`src/rtl/serial_sub_ctrl.sv`:
```
// Bit-serial subtractor: computes a - b - bin one bit per clock, LSB first,
// through a single fullsub cell, with a start/ready/busy/done handshake.

module fullsub (
  input  logic x,
  input  logic y,
  input  logic bi,
  output logic d,
  output logic bo
);
  assign d  = x ^ y ^ bi;
  assign bo = (~x & y) | (~(x ^ y) & bi);
endmodule

module serial_sub_ctrl #(
  parameter int WIDTH = 8,
  parameter int CW    = 3
) (
  input  logic             clk,
  input  logic             reset,
  input  logic             start,
  input  logic [WIDTH-1:0] a,
  input  logic [WIDTH-1:0] b,
  input  logic             bin,
  output logic             ready,
  output logic             busy,
  output logic             done,
  output logic [WIDTH-1:0] diff,
  output logic             borrow
);

  typedef enum logic [1:0] {
    IDLE = 2'd0,
    RUN  = 2'd1,
    FIN  = 2'd2
  } state_t;

  state_t           state_reg;
  state_t           state_next;
  logic [WIDTH-1:0] sa_reg;
  logic [WIDTH-1:0] sb_reg;
  logic [WIDTH-1:0] sd_reg;
  logic             br_reg;
  logic [CW-1:0]    cnt_reg;
  logic [WIDTH-1:0] diff_reg;
  logic             borrow_reg;

  logic cell_d;
  logic cell_bo;
  logic last_bit;

  fullsub u_cell (
    .x  (sa_reg[0]),
    .y  (sb_reg[0]),
    .bi (br_reg),
    .d  (cell_d),
    .bo (cell_bo)
  );

  assign last_bit = (cnt_reg == CW'(WIDTH - 1));

  // State register
  always_ff @(posedge clk) begin
    if (reset) begin
      state_reg <= IDLE;
    end else begin
      state_reg <= state_next;
    end
  end

  // Next-state logic
  always_comb begin
    state_next = state_reg;
    case (state_reg)
      IDLE:    if (start) state_next = RUN;
      RUN:     if (last_bit) state_next = FIN;
      FIN:     state_next = IDLE;
      default: state_next = IDLE;
    endcase
  end

  // Output decode
  always_comb begin
    ready = 1'b0;
    busy  = 1'b0;
    done  = 1'b0;
    case (state_reg)
      IDLE: ready = 1'b1;
      RUN:  busy  = 1'b1;
      FIN: begin
        busy = 1'b1;
        done = 1'b1;
      end
      default: ready = 1'b0;
    endcase
  end

  // Datapath: operands shift right, each new difference bit enters at the MSB
  // so after WIDTH steps sd_reg holds the full result in natural order.
  always_ff @(posedge clk) begin
    if (reset) begin
      sa_reg     <= '0;
      sb_reg     <= '0;
      sd_reg     <= '0;
      br_reg     <= 1'b0;
      cnt_reg    <= '0;
      diff_reg   <= '0;
      borrow_reg <= 1'b0;
    end else begin
      case (state_reg)
        IDLE: begin
          if (start) begin
            sa_reg  <= a;
            sb_reg  <= b;
            br_reg  <= bin;
            cnt_reg <= '0;
          end
        end
        RUN: begin
          sa_reg <= {1'b0, sa_reg[WIDTH-1:1]};
          sb_reg <= {1'b0, sb_reg[WIDTH-1:1]};
          sd_reg <= {cell_d, sd_reg[WIDTH-1:1]};
          br_reg <= cell_bo;
          if (last_bit) begin
            // Counter parks at WIDTH-1; the next accepted start clears it.
            diff_reg   <= {cell_d, sd_reg[WIDTH-1:1]};
            borrow_reg <= cell_bo;
          end else begin
            cnt_reg <= cnt_reg + CW'(1);
          end
        end
        default: begin
        end
      endcase
    end
  end

  assign diff   = diff_reg;
  assign borrow = borrow_reg;

endmodule

```
`config.mk`:
```
export PLATFORM = sky130hd
export DESIGN_NAME = serial_sub_ctrl
export DESIGN_NICKNAME = d
export VERILOG_FILES = /design/src/rtl/serial_sub_ctrl.sv
export SDC_FILE = /design/constraint.sdc
export NUM_CORES = 1
export LEC_CHECK = 0
export CAP_MARGIN = 30
export CORE_AREA = 2 2 78 80
export CTS_BUF_LIST = sky130_fd_sc_hd__clkbuf_4 sky130_fd_sc_hd__clkbuf_8
export CTS_CLUSTER_DIAMETER = 120
export DETAILED_ROUTE_END_ITERATION = 10
export DIE_AREA = 0 0 80 82
export GPL_TIMING_DRIVEN = 0
export SLEW_MARGIN = 5
export SYNTH_ARGS = -nofsm -noshare
export SYNTH_HDL_FRONTEND = slang
export SYNTH_SLANG_ARGS = --single-unit
```
`constraint.sdc`:
```
create_clock -name clk -period 1.4 [get_ports clk]
set_input_delay 0.21 -clock clk [delete_from_list [all_inputs] [get_ports clk]]
set_output_delay 0.21 -clock clk [all_outputs]
set_load 0.01 [all_outputs]
```
## Word-level counts from Yosys, hierarchy flattened

Cells that the tools add are included.

- Flip-flop bits (word level): 39
- Input port bits: 20
- Word-level logic and storage cells: 44

- Add/sub/neg operators: 1
- Equal/unequal tests: 6
- Mux-type cells: 15
- Bitwise logic cells: 7
- Reductions and logical operators: 7

Operator list:

| cell | count |
|---|---|
| $pmux 8 s2 | 2 |
| $mux 8 | 2 |
| $mux 3 | 2 |
| $ne 2x2->1 const B | 3 |
| $pmux 3 s2 | 1 |
| $reduce_and 2->1 | 3 |
| $mux 1 | 4 |
| $mux 2 | 2 |
| $pmux 2 s2 | 1 |
| $add 3x1->3 const B | 1 |
| $eq 3x3->1 const B | 1 |
| $reduce_and 3->1 | 1 |
| $and 1x1->1 | 2 |
| $eq 2x1->1 const B | 1 |
| $eq 2x2->1 const B | 1 |
| $logic_not 2->1 | 1 |
| $not 1->1 | 2 |
| $pmux 1 s2 | 1 |
| $reduce_bool 2->1 | 1 |
| $reduce_or 2->1 | 1 |
| $xor 1x1->1 | 2 |
| $or 1x1->1 | 1 |

## Logic depth before layout (Yosys ltp)

Gate-level depths: netlist of the first run.

- Depth after elaboration: 5
- Mapped depth: 7
- Gate-level depth less buffers: 5

## By module

A second synthesis of the first run with hierarchy kept.

- Cells, all modules: 177
- Area total of the unflattened synthesis: 1652.8 um2

By module, submodules not included:

| module | instances | cells each | area an instance (um2) | sequential area each (um2) |
|---|---|---|---|---|
| serial_sub_ctrl | 1 | 173 | 1621.6 | 760.7 |
| fullsub | 1 | 4 | 31.3 | 0.0 |

## Worst setup path before layout of the first run

No wires, ideal clock.

- Path type: reg-to-reg
- From: register state_reg[0]
- To: register cnt_reg[1]
- Setup time: 0.087 ns
- Data arrival time: 1.480 ns
- Slack: -0.167 ns
- Cell stages (with the launch flop): 6
- Path buffers: 0
- Period minus slack after synthesis: 1.567 ns
- Cells stage by stage: dfxtp_1 inv_1 ha_1 nor2b_1 or3_4 o31ai_1

- Longest elaborated chain between the ends: 3

Ends and longest elaborated chain:

| element | line | RTL |
|---|---|---|
| start: declaration | 38 | `state_t state_reg;` |
| start signal: assignment | 67 | `state_reg <= state_next;` |
| $eq 2x1->1 / $logic_not 2->1 (equally long branches) | 110 | `case (state_reg)` |
| $ne 2x2->1 (no line) / $reduce_bool 2->1 (equally long branches) | -- |  |
| $reduce_and 3->1 (no line) | -- |  |
| end signal: assignment | 129 | `cnt_reg <= cnt_reg + CW'(1);` |
| end: declaration | 44 | `logic [CW-1:0] cnt_reg;` |

Parallel ways exist; a longest one is shown, timed or not.
A chain may end at the register's enable or synchronous reset.

## Worst setup path in the final report of the first run

Ends and elaborated chain as after synthesis.

==> qor.yml, run 1 <==
grt_usage_pct: 11.5
cts_buffer_depth: 2
ys.flop_type: "sky130_fd_sc_hd__dfxtp_1"
synth_enable_flop_cells: 0
final-max-slew-violation-count: 0
ys_seq_elements: 38
clock_tree.htree_level_count: 2
fillers: 610
timing.final.crit_share_pct: 105
first_pass_iters: 4
core-area_sq_mm: 0.00575
reg2regPathDepth: 5
yosys.cell_count.top_type: "sky130_fd_sc_hd__dfxtp_1"
cp-end-kind: "register"
timing_worst_setup_path_type: "reg -> reg"
fin_worst_skew_ps: 6.82
maximum_capacitance_violations: 0
yosysSeqAreaShare_pct: 45.3
clock.fmax_ghz: 0.678
synth_top_cells_by_count: "38 x sky130_fd_sc_hd__dfxtp_1, 27 x sky130_fd_sc_hd__nor2_1, 23 x sky130_fd_sc_hd__mux2i_1"
yosysWarnings: 0
drive_gt1_share_pct: 18.8
nets: 245
worst_ir_drop_vdd_mv: 0.437
setup_total_negative_slack_ps: -489
netlist-cell-type-count: 27
die_area_sq_mm: 0.00656
vias: 1337
clockRootBuffer: "sky130_fd_sc_hd__clkbuf_8"
grt_setup_unrepaired: "true"
cts_inserted_buffers: 5
finalWorstSetupSlack_ps: -74.1
outcome: "finished, violations left"
drt.antenna.violating_nets: 0
rr_startpoint: "state_reg[0]"
regToRegEndpoint: "cnt_reg[1]"
pin_count_of_the_biggest_net_entering_global_routing: 13
count_of_inserted_antenna_diode_cells: 0
crit_path_cells: "inv_4, ha_4, nor2b_2, or3_4, o31ai_2"
synth_area_leaders: "sky130_fd_sc_hd__dfxtp_1 45%, sky130_fd_sc_hd__mux2i_1 14%, sky130_fd_sc_hd__a211oi_1 7.1%"
grt_pass1_vias: 1297
slew_headroom_pct: 68.0
max_stage_delay_cell_worst_path: "sky130_fd_sc_hd__or3_4"
hold_class: "in -> reg"
die_height_microns: 82
multi_input_logic_area_sq_um: 893
syn_area_per_cell_sq_um: 9.49
hold_buffers: 0
finalWorstPathRequiredPeriod_ps: 1470
final_hold_viol_count: 0
crit_arrival_ps: 1690
post_synth_instance_area_sq_mm: 0.00168
power.net_switching_uw: 730
library_cell_with_the_largest_summed_area_after_synthesis: "sky130_fd_sc_hd__dfxtp_1"
cpPeakStageDelay_ps: 430
internal-power_mw: 2.22
grt_first_pass_wirelength_microns: 5840
wl_per_cell_microns: 12.1
critPathLaunchType: "register"
cells_after_synth: 177
worst_slack_at_placement_ps: -173
total_leakage_power_nw: 1.04
cts_tree: "yes"
p_sw_share_pct: 24.7
flow.area_growth_from_synthesis_pct: 39.7
timing.final.setup_violations: 18
die_x_microns: 80
clock_sinks: 38
hold-path-endpoint: "sa_reg[1]"
holdPathStages: 2
num_rows: 28
io-pin-count: 32
drc_errors: 0
critPathMaxFanout: 7
avgViaCountPerCell: 4.56
worst_hold_startpoint: "reset"
share_clk_of_total_power_pct: 38.8
floorplan.initialDensity_pct: 29.2
critical_path_required_ps: 1620
global_route.overflow_total: 0
relative_contribution_of_sequential_cells_to_total_power_pct: 41.1
clock_transition_at_path_regs_ps: 80
antenna_found_initial: 0
power.density_mw_per_mm2: 1260
yosys.area.top_type_share_pct: 45.3
detail_route.wirelength_microns: 3540
failing_checks: "setup timing"
gp_routability_congestion: 0.721
buffer_ports.inserted: 30
worstSkewPairLatency_ps: 290
seqCellArea_sq_um: 767
place_hpwl_microns: 2360
syn-num-nets: 205
number_of_violations_reported_at_the_end_of_detailed_routing_iteration_0: 34
reg2reg_setup_slack_ps: -70
postSynth.asyncResetShare_pct: 0
slew_worst_pin_ps: 479
power.share.combinational_pct: 20.0
area by class of cell:
type | instances | area share, %
flip-flops and latches | 38 | 32.7
clock inverters | 2 | 2.56
inverters | 6 | 1.17
clock buffers | 6 | 3.52
multi-input cells | 122 | 38.1
repair buffers | 33 | 14.3
plain buffers | 11 | 3.73
well taps | 75 | 4.00
layer usage:
metal	track usage (%)	up-vias	wire [microns]
met2	19.1	23	1700
met5	0	-	0
met1	13.3	617	1620
met3	4.73	5	170
li1	-	692	-
met4	4.07	0	49
how the worst max path moves through the flow:
stage,slack (ps),from,end,cells past startpoint
6_report,-70,state_reg[0],cnt_reg[1],5
5_1_grt,-130,state_reg[1],sa_reg[1],6
4_1_cts,-90,state_reg[1],cnt_reg[1],6
3_5_place_dp,-170,start,cnt_reg[2],4
3_3_place_gp,-150,start,cnt_reg[1],4
2_1_floorplan,0.2,state_reg[1],cnt_reg[1],6
stage by stage:
stage	hold slack, ps	utilization [%]	instance area [sq um]	total power, mW	std cells
2_1_floorplan	358	-	1700	1.63	177
3_3_place_gp	427	36.5	2090	1.77	282
3_5_place_dp	425	36.5	2090	1.78	282
4_1_cts	109	39.7	2280	2.95	293
5_1_grt	127	40.9	2350	3.11	293
6_report	133	40.9	2350	2.95	293
repair_timing:
item | in CTS | in global routing
buffers inserted | 3 | 0
endpoints found under the setup margin | 32 | 42
endpoints found under the hold margin | 0 | 0
gates resized for setup | 14 | 28
pin swaps | 1 | 1
critical path, delay by kind of cell (launching register included):
kind	cells	cell delay, ps
buf+inv	1	50
simple gates	2	620
flops	1	370
fa+ha+maj	1	180
compound gates	1	180
cells by family after synthesis:
| group | count (synthesis) | synth area share (%) |
|---|---|---|
| buffers and inverters | 17 | 5.44 |
| multiplexers | 24 | 14.4 |
| AO/OA/AOI/OAI | 36 | 14.5 |
| flip-flops | 38 | 45.3 |
| adder cells (fa/ha/maj) | 8 | 6.40 |
| AND/OR/NAND/NOR | 54 | 14.0 |
power by group through the flow:
stage / Clock [mW] / Combinational, mW / Sequential [mW]
6_report: 1.15 / 0.591 / 1.22
5_1_grt: 1.23 / 0.660 / 1.23
4_1_cts: 1.18 / 0.564 / 1.21
3_5_place_dp: 0 / 0.546 / 1.24
3_3_place_gp: 0 / 0.540 / 1.23
2_1_floorplan: 0 / 0.402 / 1.22
layout by cell type, fill, tap and decap left out, types with 2 or more instances in the layout:
| cell type | count |
|---|---|
| sky130_fd_sc_hd__inv_4 | 2 |
| sky130_fd_sc_hd__buf_4 | 5 |
| sky130_fd_sc_hd__ha_1 | 3 |
| sky130_fd_sc_hd__dfxtp_2 | 2 |
| sky130_fd_sc_hd__buf_6 | 3 |
| sky130_fd_sc_hd__inv_1 | 4 |
| sky130_fd_sc_hd__dlymetal6s2s_1 | 9 |
| sky130_fd_sc_hd__a21oi_1 | 10 |
| sky130_fd_sc_hd__nand2_1 | 19 |
| sky130_fd_sc_hd__dfxtp_1 | 35 |
| sky130_fd_sc_hd__ha_2 | 3 |
| sky130_fd_sc_hd__o311ai_1 | 2 |
| sky130_fd_sc_hd__clkdlybuf4s50_1 | 18 |
| sky130_fd_sc_hd__bufinv_16 | 2 |
| sky130_fd_sc_hd__a22oi_1 | 2 |
| sky130_fd_sc_hd__buf_2 | 2 |
| sky130_fd_sc_hd__mux2i_1 | 23 |
| sky130_fd_sc_hd__clkbuf_8 | 6 |
| sky130_fd_sc_hd__a211oi_1 | 14 |
| sky130_fd_sc_hd__clkbuf_1 | 3 |
| sky130_fd_sc_hd__nor2_1 | 26 |
| sky130_fd_sc_hd__a211oi_2 | 2 |
No activity file was read; power rests on OpenSTA's default activity.
==> run 2: changes to the inputs <==
Settings changed: REMOVE_ABC_BUFFERS from default to 1.
==> run 2 against run 1 <==
  * Largest cell class unchanged
  * Global-route usage up 0.51 points
  * Critical path type unchanged
  * Critical path depth up 1
  * Sequential cell count unchanged
  * The run still ends with setup timing left
==> qor.yml, run 2 (same netlist as run 1, synthesis figures left out) <==
outcome: "finished, violations left"
failing_checks: "setup timing"
critical_path_required_ps: 1550  # -70 ps
fillers: 595  # -2.5%
multi_input_logic_area_sq_um: 983  # +10%
critPathMaxFanout: 8  # +1
grt_first_pass_wirelength_microns: 6110  # +4.7%
clock.fmax_ghz: 0.689  # +1.6%
floorplan.initialDensity_pct: 29.2  # unchanged
crit_arrival_ps: 1600  # -90 ps
finalHoldWorstSlack_ps: 436  # +303 ps
clock_tree.htree_level_count: 2  # unchanged
slew_headroom_pct: 53.8  # -14 points
final-max-slew-violation-count: 0  # unchanged
buffer_ports.inserted: 31  # +3.3%
holdPathStages: 2  # unchanged
cts_buffer_depth: 2  # unchanged
finalWorstPathRequiredPeriod_ps: 1450  # -23.3 ps
reg2regPathDepth: 6  # +1
vias: 1359  # +1.6%
io-pin-count: 32  # unchanged
commonest_non_fill_non_tap_cell_in_the_layout: "sky130_fd_sc_hd__dfxtp_1"
die_height_microns: 82  # unchanged
drc_errors: 0  # unchanged
worstSkewPairLatency_ps: 290  # about the same
final_hold_viol_count: 0  # unchanged
global_route.overflow_total: 0  # unchanged
die_x_microns: 80  # unchanged
first_pass_iters: 4  # unchanged
timing.final.crit_share_pct: 104  # -1.7 points
grt_usage_pct: 12.0  # +0.51 points
die_area_sq_mm: 0.00656  # unchanged
hold_class: "in -> reg"
commonest_cells_after_routing_fill_and_taps_aside: "34 x sky130_fd_sc_hd__dfxtp_1, 22 x sky130_fd_sc_hd__mux2i_1, 21 x sky130_fd_sc_hd__nor2_1"
slew_worst_pin_ps: 693  # +214 ps
finalWorstSetupSlack_ps: -50.8  # +23.3 ps
setup_total_negative_slack_ps: -240  # +249 ps
clock_sinks: 38  # unchanged
critPathLaunchType: "register"
nets: 247  # +0.82%
cp-end-kind: "register"
avgViaCountPerCell: 4.61  # +0.96%
count_of_inserted_antenna_diode_cells: 0  # unchanged
timing.final.setup_violations: 12  # -6
detail_route.wirelength_microns: 3520  # -0.54%
cts_inserted_buffers: 5  # unchanged
antenna_found_initial: 0  # unchanged
cts_tree: "yes"
drt.antenna.violating_nets: 0  # unchanged
place_hpwl_microns: 2090  # -11%
number_of_violations_reported_at_the_end_of_detailed_routing_iteration_0: 45  # +32%
fin_worst_skew_ps: 4.89  # -1.94 ps
total_leakage_power_nw: 1.05  # +0.95%
grt_setup_unrepaired: "true"
maximum_capacitance_violations: 0  # unchanged
timing_worst_setup_path_type: "reg -> reg"
wl_per_cell_microns: 11.9  # -1.2%
gp_routability_congestion: 0.689  # -4.3%
grt_pass1_vias: 1369  # +5.6%
clock_transition_at_path_regs_ps: 80  # about the same
pin_count_of_the_biggest_net_entering_global_routing: 38  # +25
flow.area_growth_from_synthesis_pct: 43.6
clockRootBuffer: "sky130_fd_sc_hd__clkbuf_8"
num_rows: 28  # unchanged
seqCellArea_sq_um: 771  # +0.49%
core-area_sq_mm: 0.00575  # unchanged
worst_ir_drop_vdd_mv: 0.700  # +60%
power.density_mw_per_mm2: 1120  # -11%
drive_gt1_share_pct: 24.1  # +5.3 points
-- run 2: per-layer routing --
metal / up-vias / global-route usage, % / routed length [microns]
li1: 702 / - / -
met2: 28 / 20.6 / 1670
met4: 0 / 5.08 / 56
met3: 7 / 3.41 / 160
met5: - / 0 / 0
met1: 622 / 14.0 / 1630
-- run 2: final timing paths --
kind	start	end	slack, ps
worst min register to register	diff[1]	diff[1]	450
worst min-delay path	reset	sd_reg[1]	440
worst max-delay path	state_reg[1]	br_reg	-50
worst max register to register	state_reg[1]	br_reg	-50
-- run 2: layout make-up --
type                    count  area share [%]
multi-input cells         125            40.7
repair buffers             43            18.2
clock inverters             2           0.518
well taps                  75            3.89
flip-flops and latches     38            31.9
inverters                   6            1.24
clock buffers               6            3.42
-- run 2: timing repair --
action / CTS / global route
hold endpoints to repair: 0 / 0
setup endpoints to repair: 36 / 35
pin swaps: 9 / 4
buffers inserted: 10 / 1
cloned: 3 / 0
resized for setup: 38 / 24
hold buffers: 0 / 0
-- run 2: metrics by stage --
step	total power [mW]	area (sq um)	instances	worst slack, ps	utilization (%)
6_report	2.69	2410	295	-50.8	42.0
5_1_grt	2.86	2410	295	-105	42.0
4_1_cts	2.69	2350	294	-67.6	40.9
3_5_place_dp	1.76	2040	273	-732	35.5
3_3_place_gp	1.72	2020	272	-1090	35.1
2_1_floorplan	1.57	1610	166	-632	-
-- run 2: critical path, cell delays in order (launching register included) --
cell and delay, ps:
sky130_fd_sc_hd__dfxtp_4 370, sky130_fd_sc_hd__inv_6 80, sky130_fd_sc_hd__ha_4 180, sky130_fd_sc_hd__buf_6 110
sky130_fd_sc_hd__mux2_4 350, sky130_fd_sc_hd__nor2_1 140, sky130_fd_sc_hd__a211oi_2 60
-- run 2: report_power, final --
part | internal (mW) | total (mW) | switching, mW | leakage, nW
Clock | 0.396 | 0.792 | 0.396 | 0.0472
Combinational | 0.367 | 0.686 | 0.319 | 0.690
Sequential | 1.16 | 1.22 | 0.0529 | 0.313
